===== config.mk =====
export PLATFORM = sky130hd
export DESIGN_NAME = fifo_rd_packer
export DESIGN_NICKNAME = d
export VERILOG_FILES = /design/src/rtl/fifo_rd_packer.sv
export SDC_FILE = /design/constraint.sdc
export NUM_CORES = 1
export LEC_CHECK = 0
export ABC_CLOCK_PERIOD_IN_PS = 1800
export BUFFER_PORTS_ARGS = -buffer_cell sky130_fd_sc_hd__clkbuf_2
export CELL_PAD_IN_SITES_DETAIL_PLACEMENT = 1
export CELL_PAD_IN_SITES_GLOBAL_PLACEMENT = 2
export CORE_UTILIZATION = 33
export DETAILED_ROUTE_END_ITERATION = 16
export PLACE_DENSITY = 0.8
export SLEW_MARGIN = 20
export SYNTH_ARGS = -nofsm -noshare
export SYNTH_HDL_FRONTEND = slang
export SYNTH_SLANG_ARGS = --single-unit

===== constraint.sdc =====
create_clock -name clk -period 1.8 [get_ports clk]
set_clock_uncertainty 0.1 [all_clocks]
set_input_delay 0.18 -clock clk [delete_from_list [all_inputs] [get_ports clk]]
set_output_delay 0.18 -clock clk [all_outputs]
set_load 0.05 [all_outputs]

===== src/rtl/fifo_rd_packer.sv =====
// Packs RATIO first-word-fall-through FIFO words into one little-endian output beat.
// Latency: m_valid rises one cycle after the pop that completes a beat; flush closes a partial beat and the packet.
// Backpressure: one output register; pops stall only on the last lane while the output register is busy, or while a flush waits.
module fifo_rd_packer #(
    parameter int DWIDTH    = 32,
    parameter int RATIO     = 4,
    parameter int PKT_BEATS = 16
) (
    input  logic                    clk,
    input  logic                    rst_n,
    input  logic [DWIDTH-1:0]       fifo_rd_data,
    input  logic                    fifo_rd_empty,
    output logic                    fifo_rd_en,
    input  logic                    flush,
    output logic [DWIDTH*RATIO-1:0] m_data,
    output logic [RATIO-1:0]        m_keep,
    output logic                    m_last,
    output logic                    m_valid,
    input  logic                    m_ready
);
    localparam int CW = $clog2(RATIO);
    localparam int BW = (PKT_BEATS > 1) ? $clog2(PKT_BEATS) : 1;
    localparam logic [CW-1:0] CNT_TOP  = CW'(RATIO - 1);
    localparam logic [BW-1:0] BEAT_TOP = BW'(PKT_BEATS - 1);

    logic [RATIO-1:0][DWIDTH-1:0] r_pack;
    logic [CW-1:0]                r_cnt;
    logic                         r_flush_pend;
    logic [BW-1:0]                r_beat;
    logic [DWIDTH*RATIO-1:0]      r_m_data;
    logic [RATIO-1:0]             r_m_keep;
    logic                         r_m_last;
    logic                         r_m_valid;

    logic                         w_out_free;
    logic                         w_cnt_top;
    logic                         w_pop;
    logic                         w_load_full;
    logic                         w_load_part;
    logic                         w_full_last;
    logic [RATIO-1:0][DWIDTH-1:0] w_full_data;
    logic [RATIO-1:0][DWIDTH-1:0] w_part_data;
    logic [RATIO-1:0]             w_part_keep;

    assign w_out_free  = !r_m_valid || m_ready;
    assign w_cnt_top   = (r_cnt == CNT_TOP);
    assign fifo_rd_en  = rst_n && !r_flush_pend && (!w_cnt_top || w_out_free);
    assign w_pop       = fifo_rd_en && !fifo_rd_empty;
    assign w_load_full = w_pop && w_cnt_top;
    assign w_load_part = r_flush_pend && w_out_free;
    // A flush arriving with the beat-completing pop closes the packet on that full beat.
    assign w_full_last = flush || (r_beat == BEAT_TOP);

    always_comb begin
        w_full_data          = r_pack;
        w_full_data[RATIO-1] = fifo_rd_data;
        w_part_data          = '0;
        w_part_keep          = '0;
        for (int k = 0; k < RATIO; k++) begin
            if (k < int'(r_cnt)) begin
                w_part_data[k] = r_pack[k];
                w_part_keep[k] = 1'b1;
            end
        end
    end

    always_ff @(posedge clk or negedge rst_n) begin
        if (!rst_n) begin
            r_pack       <= '0;
            r_cnt        <= '0;
            r_flush_pend <= 1'b0;
            r_beat       <= '0;
            r_m_data     <= '0;
            r_m_keep     <= '0;
            r_m_last     <= 1'b0;
            r_m_valid    <= 1'b0;
        end else begin
            if (w_pop) begin
                if (w_cnt_top) begin
                    r_cnt <= '0;
                end else begin
                    r_pack[r_cnt] <= fifo_rd_data;
                    r_cnt         <= r_cnt + CW'(1);
                end
            end

            if (w_load_full) begin
                r_m_data  <= w_full_data;
                r_m_keep  <= '1;
                r_m_last  <= w_full_last;
                r_m_valid <= 1'b1;
                r_beat    <= w_full_last ? '0 : r_beat + BW'(1);
            end else if (w_load_part) begin
                r_m_data     <= w_part_data;
                r_m_keep     <= w_part_keep;
                r_m_last     <= 1'b1;
                r_m_valid    <= 1'b1;
                r_beat       <= '0;
                r_cnt        <= '0;
                r_flush_pend <= 1'b0;
            end else if (m_ready) begin
                r_m_valid <= 1'b0;
            end

            // Pending flush blocks further pops until the partial beat can load.
            if (flush && !r_flush_pend && !w_load_full && (w_pop || (r_cnt != '0))) begin
                r_flush_pend <= 1'b1;
            end
        end
    end

    assign m_data  = r_m_data;
    assign m_keep  = r_m_keep;
    assign m_last  = r_m_last;
    assign m_valid = r_m_valid;

endmodule


==> flow_summary.yaml <==
final_layout:
  final_util_pct: 50.22
  final_common_cell: "dfrtp_1"
  final_cell_mix: "dfrtp_1 (236), clkbuf_2 (169), nand2_1 (144), mux2_2 (81), a22o_1 (52)"
  final_cell_area_um2: 13650
  layout.cells.non_filler: 1407
  nNetsFinal: 1059
  areaGrowthSynthToFinish_pct: 48.23
  drive_gt1_share_pct: 44.49
timing:
  tightest_slew_ns: 0.6552
  hold_violations: 1
  drv_slew: 0
  setup_viol: 231
  max_freq_mhz: 501.3
  whs_ns: -0.01246
  rsz0062_at_grt: "yes"
  finalWorstSetupSlack_ns: -0.1949
  slew_headroom_pct: 56.32
  finalSetupTns_ns: -25.12
  fin_crit_sh_pct: 110.8
  fin_crit_ns: 1.995
setup_path:
  cp_max_fo: 13
  critPathLaunchType: "flop"
  path_class: "flop to flop"
  crit_start: "r_cnt[1]$_DFF_PN0_"
  cp_slowest_cell: "dfrtp_2"
  regToRegEndpoint: "r_pack[41]$_DFFE_PN0P_"
  endpoint: "r_pack[41]$_DFFE_PN0P_"
  r2r_slack_ns: -0.19
  timing.rr.start: "r_cnt[1]$_DFF_PN0_"
  crit_chain: "ha_4 > buf_6 > nor3_4 > buf_12 > buf_12 > nand2_8 > buf_12 > mux2_4"
  crit_arrival_ns: 2.30
  crit_required_ns: 2.11
  crit_top_cell: "buf_12"
  max_stage_delay_ns: 0.43
  ff2ff_path_depth: 8
  worst_setup_path_end_kind: "flop"
status:
  status: "complete, but fails checks"
  violations: "negative hold slack, negative setup slack"
clock_network:
  cts_inserted_buffers: 27
  clock_latency_ns: 0.52
  clk_pin_slew_worst_paths_ns: 0.06
  clock_sinks: 237
  ctsRootBufferMaster: "clkbuf_16"
  h-tree-depth: 1
  clockBufferDepth: 3
  tritoncts: "built"
synth:
  async_flop_share_pct: 100.0
  synthesis.area_um2: 9206
  synth_flop_cell: "dfrtp_1"
  synth.distinct_cells: 30
  syn_area_per_cell_um2: 12.72
  synth_edf_count: 0
  synth_nets: 767
  ys_warn_count: 0
  ys_ff_latch: 237
  synthCells: 724
  seq_area_frac_synth_pct: 64.42
grt:
  use_met3_pct: 3.975
  grt_util_met1_pct: 26.93
  gr-total-overflow: 0
  met2_usage_pct: 35.45
  antenna_found_initial: 1
  track_usage_pct: 20.60
  grt_pass1_vias: 7537
  grt_max_degree: 120
  grt_busiest_layer: "met2"
  grt_pass1_wl_um: 45080
place:
  dp_worst_setup_slack_ns: -0.2469
  dp.cells: 1261
  io_buffers: 171
  dpl_cell_area_um2: 10820
  gp_congestion: 0.7462
  dp.final_hpwl_um: 15450
power_and_ir_drop:
  p_leak_nw: 6.621
  powerDensity_nw_per_um2: 1842
  ir_drop_uv: 916.7
routing:
  first_iter_violations: 305
  num_vias: 6917
  wl_per_cell_um: 21.08
  routed_wl_um: 29650
  dr.pass1.iters: 4
  via_per_inst: 4.916
  ant_nets: 0
  drc: 0
floorplan:
  io_pins: 172
  core_region_area_um2: 27180
  die_width_um: 169.0
  die_y_um: 169.0
  die_area_um2: 28570
  rows: 60
  initial_utilization_pct: 33.88
hold_path:
  hp-class: "input pin to flop"
  hold_depth: 3
job:
  maxCapViolations: 0
-- layer usage --
| layer | vias up | wire (µm) |
|---|---|---|
| li1 | 3090 | - |
| met1 | 3599 | 12760 |
| met2 | 179 | 14750 |
| met3 | 49 | 1580 |
| met4 | 0 | 565 |
| met5 | - | 0 |
-- cell usage after synthesis, types with 2 or more instances --
cell type  number  area [µm²]
nand2_1       164       615.6
nand2_4         3       33.78
buf_6          10       112.6
buf_2          14       70.07
nor2b_1         2       12.51
ha_1            6       75.07
a21oi_1         4       20.02
inv_1           4       15.01
clkbuf_1       14       52.55
a21o_1          3       22.52
o21ai_1         9       45.04
nor2_1          6       22.52
a211oi_1        2       15.01
a22o_1         52       455.4
o21ai_0        75       375.4
mux2_2         84       945.9
dfrtp_1       237        5931
buf_4           8       60.06
mux2_4         14       210.2
nand2b_1        3       18.77
-- kinds of logic (layout without fill, tap and decap cells) --
kind of cell             count (synthesis)  after routing  share of synthesized area, %
AND/OR/NAND/NOR                        184            185                         8.358
multiplexers                            98             98                         12.56
flip-flops                             237            237                         64.42
other                                    0              1                             0
AO/OA/AOI/OAI                          149            149                         10.48
adder cells (fa/ha/maj)                  6              6                        0.8154
buffers and inverters                   50            359                         3.371
-- cell type report --
type                            instances  area, µm²
Fill cell                            2849      13530
Sequential cell                       237       5932
Multi-Input combinational cell        438       3209
Timing Repair Buffer                  308       3139
Clock buffer                           42      802.0
Tap cell                              372      465.4
Clock inverter                          5      81.33
Inverter                                4      15.01
Antenna cell                            1      2.502
-- sequential cells by signal, summed over array words and instances (netlist names) --
| name | cells |
|---|---|
| m_data | 128 |
| m_valid | 1 |
| r_pack | 96 |
| r_cnt | 2 |
| m_last | 1 |
| r_flush_pend | 1 |
| r_beat | 4 |
| m_keep | 4 |
-- power breakdown --
part           switching, mW  internal, mW  total (mW)
Combinational           6.37          4.98        11.4
Clock                   2.15          3.32        5.47
Sequential              1.13          7.18        8.31
Total                   9.65          15.5        25.1
-- through the flow --
| stage | hold slack (ns) | power [mW] |
|---|---|---|
| global placement | -0.1202 | 16.33 |
| finish | -0.01246 | 25.14 |
| global route | 0.004099 | 26.26 |
| CTS | 0.02481 | 24.66 |
| detailed placement | -0.1203 | 16.58 |
| floorplan | -0.2156 | 13.87 |
-- timing repair --
| item | 4_1_cts | 5_1_grt |
|---|---|---|
| hold endpoints to repair | 176 | 0 |
| resized for setup | 105 | 36 |
| setup buffers | 23 | 8 |
| cloned | 27 | 8 |
| setup endpoints to repair | 223 | 285 |
| hold buffers | 35 | 0 |
| pin swaps | 47 | 0 |
-- worst max-delay path: cells and delay by family, from the launching register on --
kind	cells	cell delay (ns)
adders and majority gates	1	0.17
buffers and inverters	4	0.57
DFF	1	0.43
muxes	1	0.30
and+or+nand+nor	2	0.29
-- how the worst min path moves through the flow --
stage,start,to
6_report,m_ready,m_valid$_DFFE_PN0P_
5_1_grt,m_ready,m_valid$_DFFE_PN0P_
4_1_cts,m_ready,m_valid$_DFFE_PN0P_
3_5_place_dp,rst_n,r_flush_pend$_DFFE_PN0P_
3_3_place_gp,rst_n,m_data[65]$_DFFE_PN0P_
2_1_floorplan,rst_n,m_data[0]$_DFFE_PN0P_
Power figures use the tool's default switching activity.
